$ cat config.mk
export PLATFORM = sky130hd
export DESIGN_NAME = vga_timing_gen
export DESIGN_NICKNAME = d
export VERILOG_FILES = /design/src/rtl/vga_pkg.sv /design/src/rtl/vga_sync_counter.sv /design/src/rtl/vga_timing_gen.sv
export SDC_FILE = /design/constraint.sdc
export NUM_CORES = 1
export LEC_CHECK = 0
export ABC_CLOCK_PERIOD_IN_PS = 3200
export BUFFER_PORTS_ARGS = -buffer_cell sky130_fd_sc_hd__clkbuf_2
export CAP_MARGIN = 10
export CORE_AREA = 2 2 75 56
export DETAILED_ROUTE_END_ITERATION = 16
export DIE_AREA = 0 0 77 58
export GPL_ROUTABILITY_DRIVEN = 0
export HOLD_SLACK_MARGIN = 0.08
export PLACE_DENSITY_LB_ADDON = 0.12
export SLEW_MARGIN = 20
export SYNTH_ARGS = -nofsm -noshare
export SYNTH_HDL_FRONTEND = slang
export SYNTH_SLANG_ARGS = --single-unit
$ cat constraint.sdc
create_clock -name clk -period 3.2 [get_ports clk]
set_input_delay 0.32 -clock clk [delete_from_list [all_inputs] [get_ports clk]]
set_output_delay 0.32 -clock clk [all_outputs]
set_load 0.01 [all_outputs]
$ cat src/rtl/vga_pkg.sv
// Shared VGA timing sets, colour-bar constants and width helper.
// Imported by the timing generator and its line/frame counters.
package vga_pkg;

  typedef struct packed {
    int h_active;
    int h_fp;
    int h_sync;
    int h_bp;
    int v_active;
    int v_fp;
    int v_sync;
    int v_bp;
  } vga_timing_t;

  localparam vga_timing_t VGA_640x480_60 =
    '{640, 16, 96, 48, 480, 10, 2, 33};

  localparam vga_timing_t VGA_800x600_60 =
    '{800, 40, 128, 88, 600, 1, 4, 23};

  localparam int BAR_COUNT = 8;
  localparam int BAR_IDX_W = 3;
  localparam int BAR_R_BIT = 2;
  localparam int BAR_G_BIT = 1;
  localparam int BAR_B_BIT = 0;

  function automatic int cnt_w(input int total);
    return (total <= 1) ? 1 : $clog2(total);
  endfunction

endpackage

$ cat src/rtl/vga_sync_counter.sv
// One timing axis: counts 0..TOTAL-1 on en and decodes
// the active and sync regions of the current count.
module vga_sync_counter
  import vga_pkg::*;
#(
  parameter int ACTIVE = 640,
  parameter int FP     = 16,
  parameter int SYNC   = 96,
  parameter int BP     = 48,
  localparam int TOTAL = ACTIVE + FP + SYNC + BP,
  localparam int W     = cnt_w(TOTAL)
) (
  input  logic         clk,
  input  logic         rst,
  input  logic         en,
  output logic [W-1:0] cnt,
  output logic         active,
  output logic         sync,
  output logic         wrap
);

  localparam logic [W-1:0] LAST = W'(TOTAL - 1);
  localparam logic [W:0] ACT_HI  = (W + 1)'(ACTIVE);
  localparam logic [W:0] SYNC_LO = (W + 1)'(ACTIVE + FP);
  localparam logic [W:0] SYNC_HI = (W + 1)'(ACTIVE + FP + SYNC);

  logic        last;
  logic [W:0]  cnt_x;

  assign last   = (cnt == LAST);
  assign wrap   = en & last;
  assign cnt_x  = {1'b0, cnt};
  assign active = (cnt_x < ACT_HI);
  assign sync   = (cnt_x >= SYNC_LO) && (cnt_x < SYNC_HI);

  // Advance on enable, wrapping back to zero after the last count.
  always_ff @(posedge clk) begin
    if (rst) begin
      cnt <= '0;
    end else if (en) begin
      cnt <= last ? '0 : cnt + W'(1);
    end
  end

endmodule

$ cat src/rtl/vga_timing_gen.sv
// Parametrised VGA timing generator with registered sync/colour pins.
// Define VGA_TEST_PATTERN_EN to add test_mode and an 8-bar pattern.
module vga_timing_gen
  import vga_pkg::*;
#(
  parameter int H_ACTIVE = VGA_640x480_60.h_active,
  parameter int H_FP     = VGA_640x480_60.h_fp,
  parameter int H_SYNC   = VGA_640x480_60.h_sync,
  parameter int H_BP     = VGA_640x480_60.h_bp,
  parameter int V_ACTIVE = VGA_640x480_60.v_active,
  parameter int V_FP     = VGA_640x480_60.v_fp,
  parameter int V_SYNC   = VGA_640x480_60.v_sync,
  parameter int V_BP     = VGA_640x480_60.v_bp,
  parameter int CLK_DIV  = 2,
  parameter bit HS_POL   = 1'b0,
  parameter bit VS_POL   = 1'b0,
  parameter int COLOR_W  = 4,
  localparam int H_TOTAL = H_ACTIVE + H_FP + H_SYNC + H_BP,
  localparam int V_TOTAL = V_ACTIVE + V_FP + V_SYNC + V_BP,
  localparam int HW      = cnt_w(H_TOTAL),
  localparam int VW      = cnt_w(V_TOTAL),
  localparam int RGB_W   = 3 * COLOR_W
) (
  input  logic               clk,
  input  logic               rst,
`ifdef VGA_TEST_PATTERN_EN
  input  logic               test_mode,
`endif
  input  logic [RGB_W-1:0]   rgb_in,
  output logic [HW-1:0]      pix_x,
  output logic [VW-1:0]      pix_y,
  output logic               pix_req,
  output logic               frame_start,
  output logic               Hsync,
  output logic               Vsync,
  output logic [COLOR_W-1:0] vgaRed,
  output logic [COLOR_W-1:0] vgaGreen,
  output logic [COLOR_W-1:0] vgaBlue
);

  localparam int DW = cnt_w(CLK_DIV);

  logic [DW-1:0]    div_cnt;
  logic             tick;
  logic             h_act;
  logic             h_syn;
  logic             h_wrap;
  logic             v_act;
  logic             v_syn;
  logic             v_wrap_unused;
  logic [RGB_W-1:0] rgb_sel;
  logic [RGB_W-1:0] rgb_q;

  assign tick = (div_cnt == DW'(CLK_DIV - 1));

  // Pixel-clock enable: one tick every CLK_DIV system clocks.
  always_ff @(posedge clk) begin
    if (rst || tick) begin
      div_cnt <= '0;
    end else begin
      div_cnt <= div_cnt + DW'(1);
    end
  end

  vga_sync_counter #(
    .ACTIVE (H_ACTIVE),
    .FP     (H_FP),
    .SYNC   (H_SYNC),
    .BP     (H_BP)
  ) u_h (
    .clk    (clk),
    .rst    (rst),
    .en     (tick),
    .cnt    (pix_x),
    .active (h_act),
    .sync   (h_syn),
    .wrap   (h_wrap)
  );

  vga_sync_counter #(
    .ACTIVE (V_ACTIVE),
    .FP     (V_FP),
    .SYNC   (V_SYNC),
    .BP     (V_BP)
  ) u_v (
    .clk    (clk),
    .rst    (rst),
    .en     (h_wrap),
    .cnt    (pix_y),
    .active (v_act),
    .sync   (v_syn),
    .wrap   (v_wrap_unused)
  );

  assign pix_req = ~rst & tick & h_act & v_act;

  assign frame_start = ~rst & tick &
                       (pix_x == '0) & (pix_y == '0);

`ifdef VGA_TEST_PATTERN_EN
  logic [BAR_IDX_W-1:0] bar;
  logic [RGB_W-1:0]     pattern;

  assign bar = BAR_IDX_W'(
    {pix_x, BAR_IDX_W'(0)} / (HW + BAR_IDX_W)'(H_ACTIVE));

  assign pattern = {{COLOR_W{bar[BAR_R_BIT]}},
                    {COLOR_W{bar[BAR_G_BIT]}},
                    {COLOR_W{bar[BAR_B_BIT]}}};

  assign rgb_sel = test_mode ? pattern : rgb_in;
`else
  assign rgb_sel = rgb_in;
`endif

  // Pin stage: capture sync levels and blanked colour once per pixel.
  always_ff @(posedge clk) begin
    if (rst) begin
      Hsync <= ~HS_POL;
      Vsync <= ~VS_POL;
      rgb_q <= '0;
    end else if (tick) begin
      Hsync <= h_syn ? HS_POL : ~HS_POL;
      Vsync <= v_syn ? VS_POL : ~VS_POL;
      rgb_q <= (h_act && v_act) ? rgb_sel : '0;
    end
  end

  assign {vgaRed, vgaGreen, vgaBlue} = rgb_q;

endmodule

==> results.md <==
• 0.435 — part of the Yosys area used for sequential elements
• sky130_fd_sc_hd__dfxtp_1 — largest area contributor in the netlist
• 5 — number of buffers added by the clock tree synthesis step
• 1.25 ns — R2R setup slack
• 16 — worst-path fanout max
• 49 — port bufs
• 0.08 ns — Clk pin slew, worst setup/hold paths
• 0.000211 W — switching power
• 0.000917 W — Overall Power
• sky130_fd_sc_hd__clkbuf_8 — clock tree root buffer cell
• 127 — violation count after the first detailed-routing iteration
• 50 — number of ports placed on the die boundary
• 0.830 ns — Slew @ Worst Pin
• 191 — nets in the synthesized netlist
• 0.499 — part of the total power dissipated in sequential elements
• 462 mW/mm^2 — Power Dens Cells
• 173 — post-synthesis cell count
• 35 — Clock Sink Count
• rgb_in[10] — hold wc startpoint
• 13.5 um — detail-routed net length per standard cell
• 0 — number of hold buffers added after cts
• 17 — largest net degree at the start of global routing
• 0.000706 W — cell internal pwr
• 0.00376 sq mm — core region area
• register — Critical Path Source Type
• 2.88 ns — Data required, critical path
• 0 — DR DRC count
• 0.709 — fraction of the cycle the final worst path needs
• 5.30 — vias per cell
• 0.230 — switch share
• sky130_fd_sc_hd__clkbuf_2 — most common cell after layout, fill and taps aside
• 4 — depth of the worst register-to-register path
• 0 — pins over their slew limit
• 23.3% — area growth from synthesis to final layout
• 0 — number of flops mapped to enable cells by yosys
• 2 — Hold Path Depth
• 35 — flip-flop and latch count after synthesis
• 0.429 — Initial Util
• 0.00447 sq mm — die outline area
• 0.445 — relative max-transition margin
• 0.00161 sq mm — Cell Area, Synth
• 0.288 — share of post-route cells with drive strength above 1
• 0.0111 ns — skew final
• 0 — count of warnings emitted by yosys
• 0 — number of endpoints failing setup at the final stage
• 0 — global route overflow
• 0.435 — Synth top area share
• 0 — Ant. Diodes
• 9.32 sq um — Post-Syn Area per Cell
• 0.30 ns — source-to-sink clock delay at the later pin of the worst-skew pair
• 0 ns — sum of negative setup slack
• 0.437 — Clk pwr share
• 0 — maximum capacitance violations
• sky130_fd_sc_hd__dfxtp_1 — ys flop type
• no — setup repair after global routing missed its margin
• 2720 um — detailed placer's ending HPWL
• 0.864 nW — static power due to leakage
• 1344 — vias in the first global route
• 1.95 ns — Arr. time, crit path
• rgb_q[10] — Hold EP
• 0 — number of buffers inserted by post-CTS setup repair
• 2 — Clock Tree Buf Depth
• 6290 um — wire length of the first global-routing pass
• u_v.cnt[8] — R2R Path End
• 0 — final hold violations
• 4 — first-pass detailed-route iteration total
• 0.183 — GR Util All Layers
• 1453 — detailed-route via count
• yes — CTS tree
• 58 um — die extent in y
• 0.441 GHz — highest clock frequency the design can meet
• 2 — H-Tree Depth
• 38 — number of unique standard cell types used by synthesis
• 3700 um — Total Wirelength
• 77 um — die width
• primary input to register — worst min path class
• sky130_fd_sc_hd__clkbuf_2, sky130_fd_sc_hd__dfxtp_1, sky130_fd_sc_hd__nor2_1 — commonest cells after routing, fill and taps aside
• 2.27 ns — minimum clock period after layout
• register to primary output — crit path kind
• 0.277 mV — largest vdd supply drop
• 19 — number of standard-cell rows in the floorplan
• 0 — Async S/R FF share, synth
• completed — outcome
• sky130_fd_sc_hd__dfxtp_1, sky130_fd_sc_hd__a22o_1, sky130_fd_sc_hd__nor2_1, sky130_fd_sc_hd__nand3_1, sky130_fd_sc_hd__ha_1 — largest cells by area after synthesis
• u_h.cnt[2] — r2r startpoint
• primary output — endpoint kind of the worst setup timing path
• 0 — Gates resized, CTS repair
• 0 — number of routed nets with antenna violations
• 0.064 — fraction of power consumed by combinational cells
• 0 — antenna violations before repair
• 239 — nets
logic make-up after synthesis:
logic type,synth area share
adders and majority gates,0.0311
and+or+nand+nor,0.269
muxes,0.0186
buffers and inverters,0.0505
DFF,0.435
AOI/OAI and AO/OA,0.147
xor gates and xnor gates,0.0489
per-layer routing:
layer	vias to the layer above	track usage	wire length, um	share of wire
met5	-	0	0	0
met4	0	0.0842	59	0.016
met3	10	0.0717	272	0.073
met2	56	0.262	1570	0.42
met1	663	0.245	1800	0.49
li1	724	-	-	-
worst max path at each step:
| stage | start | slack (ns) | to |
|---|---|---|---|
| floorplan | u_h.cnt[0] | 1.54 | u_v.cnt[8] |
| global placement | u_h.cnt[2] | 1.29 | u_v.cnt[8] |
| detailed placement | div_cnt | 1.27 | pix_req |
| CTS | div_cnt | 0.93 | pix_req |
| global route | div_cnt | 0.75 | pix_req |
| finish | div_cnt | 0.93 | pix_req |
Yosys cell counts, drive strengths merged (4+ instances only):
master	n
or3	5
xor2	5
inv	9
a22o	12
nand2	8
nor2	17
nand3	11
nand4	6
xnor2	4
a21oi	4
nor3	10
and3	4
o21ai	4
ha	4
dfxtp	35
a31oi	4
buf	5
through the flow:
| stage | cells | cell area [sq um] | utilization | setup WS, ns | hold WS (ns) |
|---|---|---|---|---|---|
| after floorplan | 173 | 1610 | - | 1.54 | 0.453 |
| after global placement | 266 | 1870 | 0.499 | 1.29 | 0.458 |
| after detailed placement | 266 | 1870 | 0.499 | 1.27 | 0.459 |
| after CTS | 274 | 1990 | 0.529 | 0.934 | 0.229 |
| after global routing | 274 | 1990 | 0.529 | 0.748 | 0.221 |
| final | 274 | 1990 | 0.529 | 0.932 | 0.236 |
cell type report:
type,count,area (sq um)
Fill cell,368,1770
Multi-Input combinational cell,121,830
Sequential cell,35,701
Timing Repair Buffer,49,245
Clock buffer,5,68.8
Tap cell,52,65.1
Clock inverter,3,43.8
Inverter,9,33.8
worst max-delay path, cell delays in order, from the launching register on:
cell	delay [ns]
sky130_fd_sc_hd__dfxtp_1	0.63
sky130_fd_sc_hd__nand3_1	0.12
sky130_fd_sc_hd__nor2_1	0.64
sky130_fd_sc_hd__clkbuf_2	0.26
state kept, by name, summed over array words and instances, names as in the netlist:
register	count
rgb_q	12
u_h.cnt	10
div_cnt	1
u_v.cnt	10
Vsync	1
Hsync	1
power by group through the flow:
stage | clock network [W] | logic (W) | registers, W
2_1_floorplan | 0 | 0.0000308 | 0.000469
3_3_place_gp | 0 | 0.0000581 | 0.000467
3_5_place_dp | 0 | 0.0000585 | 0.000467
4_1_cts | 0.000413 | 0.0000587 | 0.000457
5_1_grt | 0.000438 | 0.0000652 | 0.000459
6_report | 0.000401 | 0.0000584 | 0.000458
Power figures use the tool's default switching activity.
